$ cat src/rtl/mem0_stage.sv
// MEM0 stage: consumes the EX->MEM0 latch, issues one data-bus request per
// memory instruction, checks alignment and forms byte strobes / lane data.
module mem0_stage #(
   parameter int ADDR_W = 32,
   parameter int DATA_W = 32
) (
   input  logic                clk_i,
   input  logic                rst_i,
   input  logic                valid_i,
   input  logic                is_load_i,
   input  logic                is_store_i,
   input  logic [1:0]          size_i,
   input  logic [ADDR_W-1:0]   addr_i,
   input  logic [DATA_W-1:0]   wdata_i,
   input  logic                flush_i,
   input  logic                ctl_mem1_allow_in_i,
   input  logic                data_addr_ok_i,
   output logic                data_req_o,
   output logic                data_wr_o,
   output logic [DATA_W/8-1:0] data_wstrb_o,
   output logic [ADDR_W-1:0]   data_addr_o,
   output logic [DATA_W-1:0]   data_wdata_o,
   output logic                ctl_mem0_over_o,
   output logic                ctl_mem_allow_in_o,
   output logic                mem0_excp_o
);

   localparam int STRB_W = DATA_W / 8;

   localparam logic [1:0] SIZE_BYTE = 2'd0;
   localparam logic [1:0] SIZE_HALF = 2'd1;
   localparam logic [1:0] SIZE_WORD = 2'd2;

   typedef enum logic {
      ISSUE = 1'b0,
      HELD  = 1'b1
   } state_t;

   state_t state_reg;
   state_t state_next;

   logic mem_op;
   logic misalign;
   logic accepted;

   logic [STRB_W-1:0] strb_byte;
   logic [STRB_W-1:0] strb_half;
   logic [DATA_W-1:0] wdata_byte;
   logic [DATA_W-1:0] wdata_half;

   assign mem_op   = is_load_i | is_store_i;
   assign misalign = mem_op & ((size_i == 2'd3) |
                               ((size_i == SIZE_HALF) & addr_i[0]) |
                               ((size_i == SIZE_WORD) & (addr_i[1:0] != 2'b00)));

   // Lane replication: every byte/half lane carries the same store data so
   // the memory only needs the strobes to pick the right one.
   generate
      for (genvar gi = 0; gi < STRB_W; gi++) begin : g_lane
         assign wdata_byte[gi*8 +: 8] = wdata_i[7:0];
         assign wdata_half[gi*8 +: 8] = wdata_i[(gi % 2)*8 +: 8];
      end
   endgenerate

   assign strb_byte = STRB_W'(1) << addr_i[1:0];
   assign strb_half = STRB_W'(3) << addr_i[1:0];

   always_comb begin
      data_wstrb_o = '0;
      data_wdata_o = wdata_i;
      case (size_i)
         SIZE_BYTE: begin
            data_wstrb_o = strb_byte;
            data_wdata_o = wdata_byte;
         end
         SIZE_HALF: begin
            data_wstrb_o = strb_half;
            data_wdata_o = wdata_half;
         end
         SIZE_WORD: begin
            data_wstrb_o = '1;
            data_wdata_o = wdata_i;
         end
         default: begin
            data_wstrb_o = '0;
            data_wdata_o = wdata_i;
         end
      endcase
      if (!is_store_i) begin
         data_wstrb_o = '0;
      end
   end

   assign data_addr_o = {addr_i[ADDR_W-1:2], 2'b00};
   assign data_wr_o   = is_store_i;

   // A request is only ever raised from ISSUE; once accepted, HELD keeps the
   // same instruction from issuing twice while the downstream stalls.
   assign data_req_o = (state_reg == ISSUE) & valid_i & mem_op & !misalign & !flush_i;
   assign accepted   = data_req_o & data_addr_ok_i;

   assign ctl_mem0_over_o = valid_i & (flush_i | !mem_op | misalign |
                                       (state_reg == HELD) | accepted);
   assign ctl_mem_allow_in_o = !valid_i | (ctl_mem0_over_o & ctl_mem1_allow_in_i);
   assign mem0_excp_o        = valid_i & misalign & !flush_i;

   always_ff @(posedge clk_i) begin
      if (rst_i) begin
         state_reg <= ISSUE;
      end else begin
         state_reg <= state_next;
      end
   end

   always_comb begin
      state_next = state_reg;
      case (state_reg)
         ISSUE: begin
            if (accepted && !ctl_mem1_allow_in_i) begin
               state_next = HELD;
            end
         end
         HELD: begin
            if (ctl_mem1_allow_in_i) begin
               state_next = ISSUE;
            end
         end
         default: state_next = ISSUE;
      endcase
   end

endmodule

$ cat config.mk
export PLATFORM = sky130hd
export DESIGN_NAME = mem0_stage
export DESIGN_NICKNAME = d
export VERILOG_FILES = /design/src/rtl/mem0_stage.sv
export SDC_FILE = /design/constraint.sdc
export NUM_CORES = 1
export LEC_CHECK = 0
export BUFFER_PORTS_ARGS = -buffer_cell sky130_fd_sc_hd__buf_2
export CORE_ASPECT_RATIO = 0.8
export CORE_MARGIN = 1
export CORE_UTILIZATION = 29
export DETAILED_ROUTE_END_ITERATION = 6
export PLACE_DENSITY_LB_ADDON = 0.12
export SKIP_CTS_REPAIR_TIMING = 1
export SLEW_MARGIN = 20
export SYNTH_ARGS = -nofsm -noshare
export SYNTH_HDL_FRONTEND = slang
export SYNTH_SLANG_ARGS = --single-unit
$ cat constraint.sdc
create_clock -name clk_i -period 0.8 [get_ports clk_i]
set_input_delay 0.04 -clock clk_i [delete_from_list [all_inputs] [get_ports clk_i]]
set_output_delay 0.04 -clock clk_i [all_outputs]
set_load 0.05 [all_outputs]
### Word-level counts from Yosys, hierarchy flattened

Index checks and enable logic that the tools add are counted.

* register bits: 1
* latch bits: 0
* memory bits (writable): 0
* ROM bits: 0
* word-level logic and storage cells: 41
* memories kept: 0

* add/subtract/negate cells: 0
* multiply operators: 0
* div/mod/pow operators: 0
* magnitude comparators: 0
* equality and inequality tests: 3
* shifts and indexed selects: 2
* multiplexer cells: 6
* bitwise operators: 21
* reduce and logical (&&, ||, !) cells: 8

Operator list (number)
* case mux 32 bit (2 select lines): 1
* bitwise AND 1 bit: 12
* case mux 4 bit (3 select lines): 1
* bitwise OR 1 bit: 8
* zero test 1 bit: 5
* == test 2 bit (second input constant): 2
* two-way mux 4 bit: 1
* left shift 1 x 2 -> 4 bit (first input constant): 1
* left shift 2 x 2 -> 4 bit (first input constant): 1
* == test 2 x 1 -> 1 bit (second input constant): 1
* zero test 2 bit: 1
* two-way mux 1 bit: 2
* case mux 1 bit (2 select lines): 1
* nonzero test 2 bit: 1
* logical AND 1 bit: 1
* NOT 1 bit: 1

### Longest topological paths before layout

* word-level depth: 13
* gate-level depth with buffers: 5

### Worst setup path after synthesis

OpenSTA, ideal clock, no wires.

* path kind: input to output
* start point: input size_i[0]
* end point: output data_wdata_o[24]
* arrival time: 1502 ps
* required time: 760 ps
* slack: -742 ps
* stages: 4
* buffers on the path: 2
* cells stage by stage: buf_6 buf_6 mux2i_1 o21ai_0

* longest elaborated chain between the ends: 2
* elaborated cells on any way between the ends: 3
* classes of those cells: 1 x eq/ne; 1 x mux; 1 x reduce/logical

Ends and longest elaborated chain
* start: declaration: line 12 `input logic [1:0] size_i,`
* == test 2 x 1 -> 1 bit / zero test 2 bit (equally long branches): line 71 `case (size_i)`
* case mux 32 bit (2 select lines) *: line 71
* end: declaration: line 22 `output logic [DATA_W-1:0] data_wdata_o,`

Mark *: on every way between the ends. The rest lies on a longest branch, timed or not.

### Worst setup path after layout

* start point: input is_load_i
* end point: output data_req_o

* longest elaborated chain between the ends: 5
* elaborated cells on any way between the ends: 6
* classes of those cells: 5 x bitwise; 1 x reduce/logical

Ends and longest elaborated chain
* start: declaration: line 10 `input logic is_load_i,`
* bitwise OR 1 bit *: line 51 `assign mem_op = is_load_i | is_store_i;`
* bitwise AND 1 bit: line 52 `assign misalign = mem_op & ((size_i == 2'd3) |`
* zero test 1 bit: line 99 `assign data_req_o = (state_reg == ISSUE) & valid_i & mem_op & !misalign & !flush_i;`
* bitwise AND 1 bit * (2 in series): line 99
* end: declaration: line 18 `output logic data_req_o,`

Marked as above.

==> results.json <==
{
  "cp-start-kind": "input pin",
  "synthToLayoutAreaGrowth_pct": 117,
  "drc": 0,
  "hold_path_end": "data_addr_o[19]",
  "portBuffers": 84,
  "fmax_mhz": 1020,
  "wl_per_cell_um": 15.5,
  "die-width_um": 64.7,
  "grt_pass1_wl_um": 4050,
  "rows": 17,
  "drive_gt1_share_pct": 89.0,
  "antenna_found_initial": 0,
  "synth.avg_cell_area_um2": 7.81,
  "globalRouteTotalUtil_pct": 14.9,
  "clkLatencyLatePin_ns": 0,
  "yosys.area.top_type": "buf_4",
  "synthArstFlopShare_pct": 0,
  "r2r_slack_ns": 0.13,
  "grt_pass1_vias": 896,
  "synth_ff_type": "dfxtp_1",
  "dieArea_um2": 3380,
  "synth.most_common_cell": "buf_4",
  "hold_viol": 0,
  "status": "finished, violations left",
  "worst-r2r-cell-count": 1,
  "start_util_pct": 31.8,
  "power_density_nw_per_um2": 917,
  "drt_iter0_markers": 8,
  "finalPower_mw": 1.81,
  "pin_count": 147,
  "p_leak_nw": 0.926,
  "clock_skew_ns": 0,
  "min_period_ns": 0.981,
  "nets": 257,
  "die_height_um": 52.2,
  "fin_area_um2": 1980,
  "required_ns": 0.76,
  "largest_reg_flops": 1,
  "antenna_cells": 0,
  "slew_viol_final": 0,
  "antenna_left": 0,
  "grt_max_degree": 16,
  "fin_setup_tns_ns": -2.25,
  "vias_per_cell": 4.84,
  "ys_seq_area_share_pct": 2.19,
  "drt_pass1_iterations": 3,
  "ys_types": 29,
  "syn_inst": 117,
  "vdd_drop_max_mv": 0.470,
  "grt_overflow": 0,
  "synth_top_area_share_pct": 35.3,
  "cp_data_arrival_time_ns": 0.94,
  "hp-class": "in2out",
  "place_congestion": 0.728,
  "timing.final.crit_share_pct": 123,
  "ys_seq_elements": 1,
  "synth_edf_count": 0,
  "setup_violations": 30,
  "min_path_cells": 0,
  "hpwl_um": 2410,
  "synthTopCellsByArea": "buf_4, mux2_2, mux2i_1",
  "wl_um": 3400,
  "worstSetupPathType": "in2out",
  "num_vias": 1059,
  "rsz0062_at_grt": "yes",
  "dpl_worst_slack_ns": -0.334,
  "synth_common_cells": "buf_4, mux2_2, nand2_1",
  "timing.rr.end": "state_reg",
  "r2r-start": "state_reg",
  "worst_setup_path_end_kind": "output pin",
  "crit_path_max_fanout": 2,
  "hp-start": "addr_i[19]",
  "utilization_pct": 68.9,
  "violations": "negative setup slack",
  "synth_area_um2": 913,
  "fin_ws_ns": -0.181,
  "core_area_um2": 2870,
  "placed_cell_area_um2": 1360,
  "yosysWarnings": 0,
  "max-cap-violations": 0
}
-- routing by layer --
metal  global-route usage, %  part of all wire [%]  vias up
met5                       0                     0        -
met4                    8.89                   4.6        0
met3                    1.74                   6.3       28
met2                    27.8                    55       46
met1                    16.3                    34      496
li1                        -                     -      489
-- final cells by class --
| cell class | instances | area [um^2] |
|---|---|---|
| repair buffers | 109 | 1010 |
| fillers | 215 | 893 |
| multi-input cells | 70 | 891 |
| well taps | 38 | 47.5 |
| flip-flops and latches | 1 | 21.3 |
| inverters | 1 | 3.75 |
-- worst max path at each step --
| stage | startpoint | slack (ns) | endpoint |
|---|---|---|---|
| 5_1_grt | is_load_i | -0.20 | data_req_o |
| 3_5_place_dp | is_store_i | -0.33 | ctl_mem_allow_in_o |
| 2_1_floorplan | size_i[0] | -0.25 | data_req_o |
| 3_3_place_gp | addr_i[1] | -0.29 | data_req_o |
| 4_1_cts | is_store_i | -0.34 | ctl_mem_allow_in_o |
| 6_report | is_load_i | -0.18 | data_req_o |
-- report_power, final --
group          switching, mW  total (mW)  internal [mW]
clock network              0           0              0
registers           0.000926      0.0525         0.0516
logic                  0.973        1.76          0.790
total                  0.974        1.81          0.841
-- logic make-up (layout without fill, tap and decap cells) --
group	Yosys count	in the layout	share of synthesized area, %
flops	1	1	2.19
mux	24	24	28.5
simple gates	26	26	14.9
compound gates	18	18	15.2
other cells	1	2	0.411
buf+inv	47	110	38.8
-- worst max-delay path: stages --
cell     delay [ns]
buf_6          0.08
nor2_4         0.03
or3b_4         0.41
nor3b_4        0.20
buf_6          0.18
-- cell usage in the layout (no fill, tap or decap), drive strengths merged, types with 2 or more instances in the layout --
master | Yosys | routed
mux2i | 8 | 8
mux2 | 16 | 16
nand2 | 9 | 9
o21a | 3 | 3
o21ai | 8 | 8
nor2 | 8 | 8
conb | 1 | 2
nor3b | 2 | 2
nor2b | 3 | 3
buf | 46 | 108
a21boi | 2 | 2
-- per-stage QoR --
stage	hold slack, ns	instances
after floorplan	0.181	118
after CTS	0.0804	213
after global placement	0.0804	213
final	0.0800	219
after detailed placement	0.0804	213
after global routing	0.0801	219
Power figures use the tool's default switching activity.
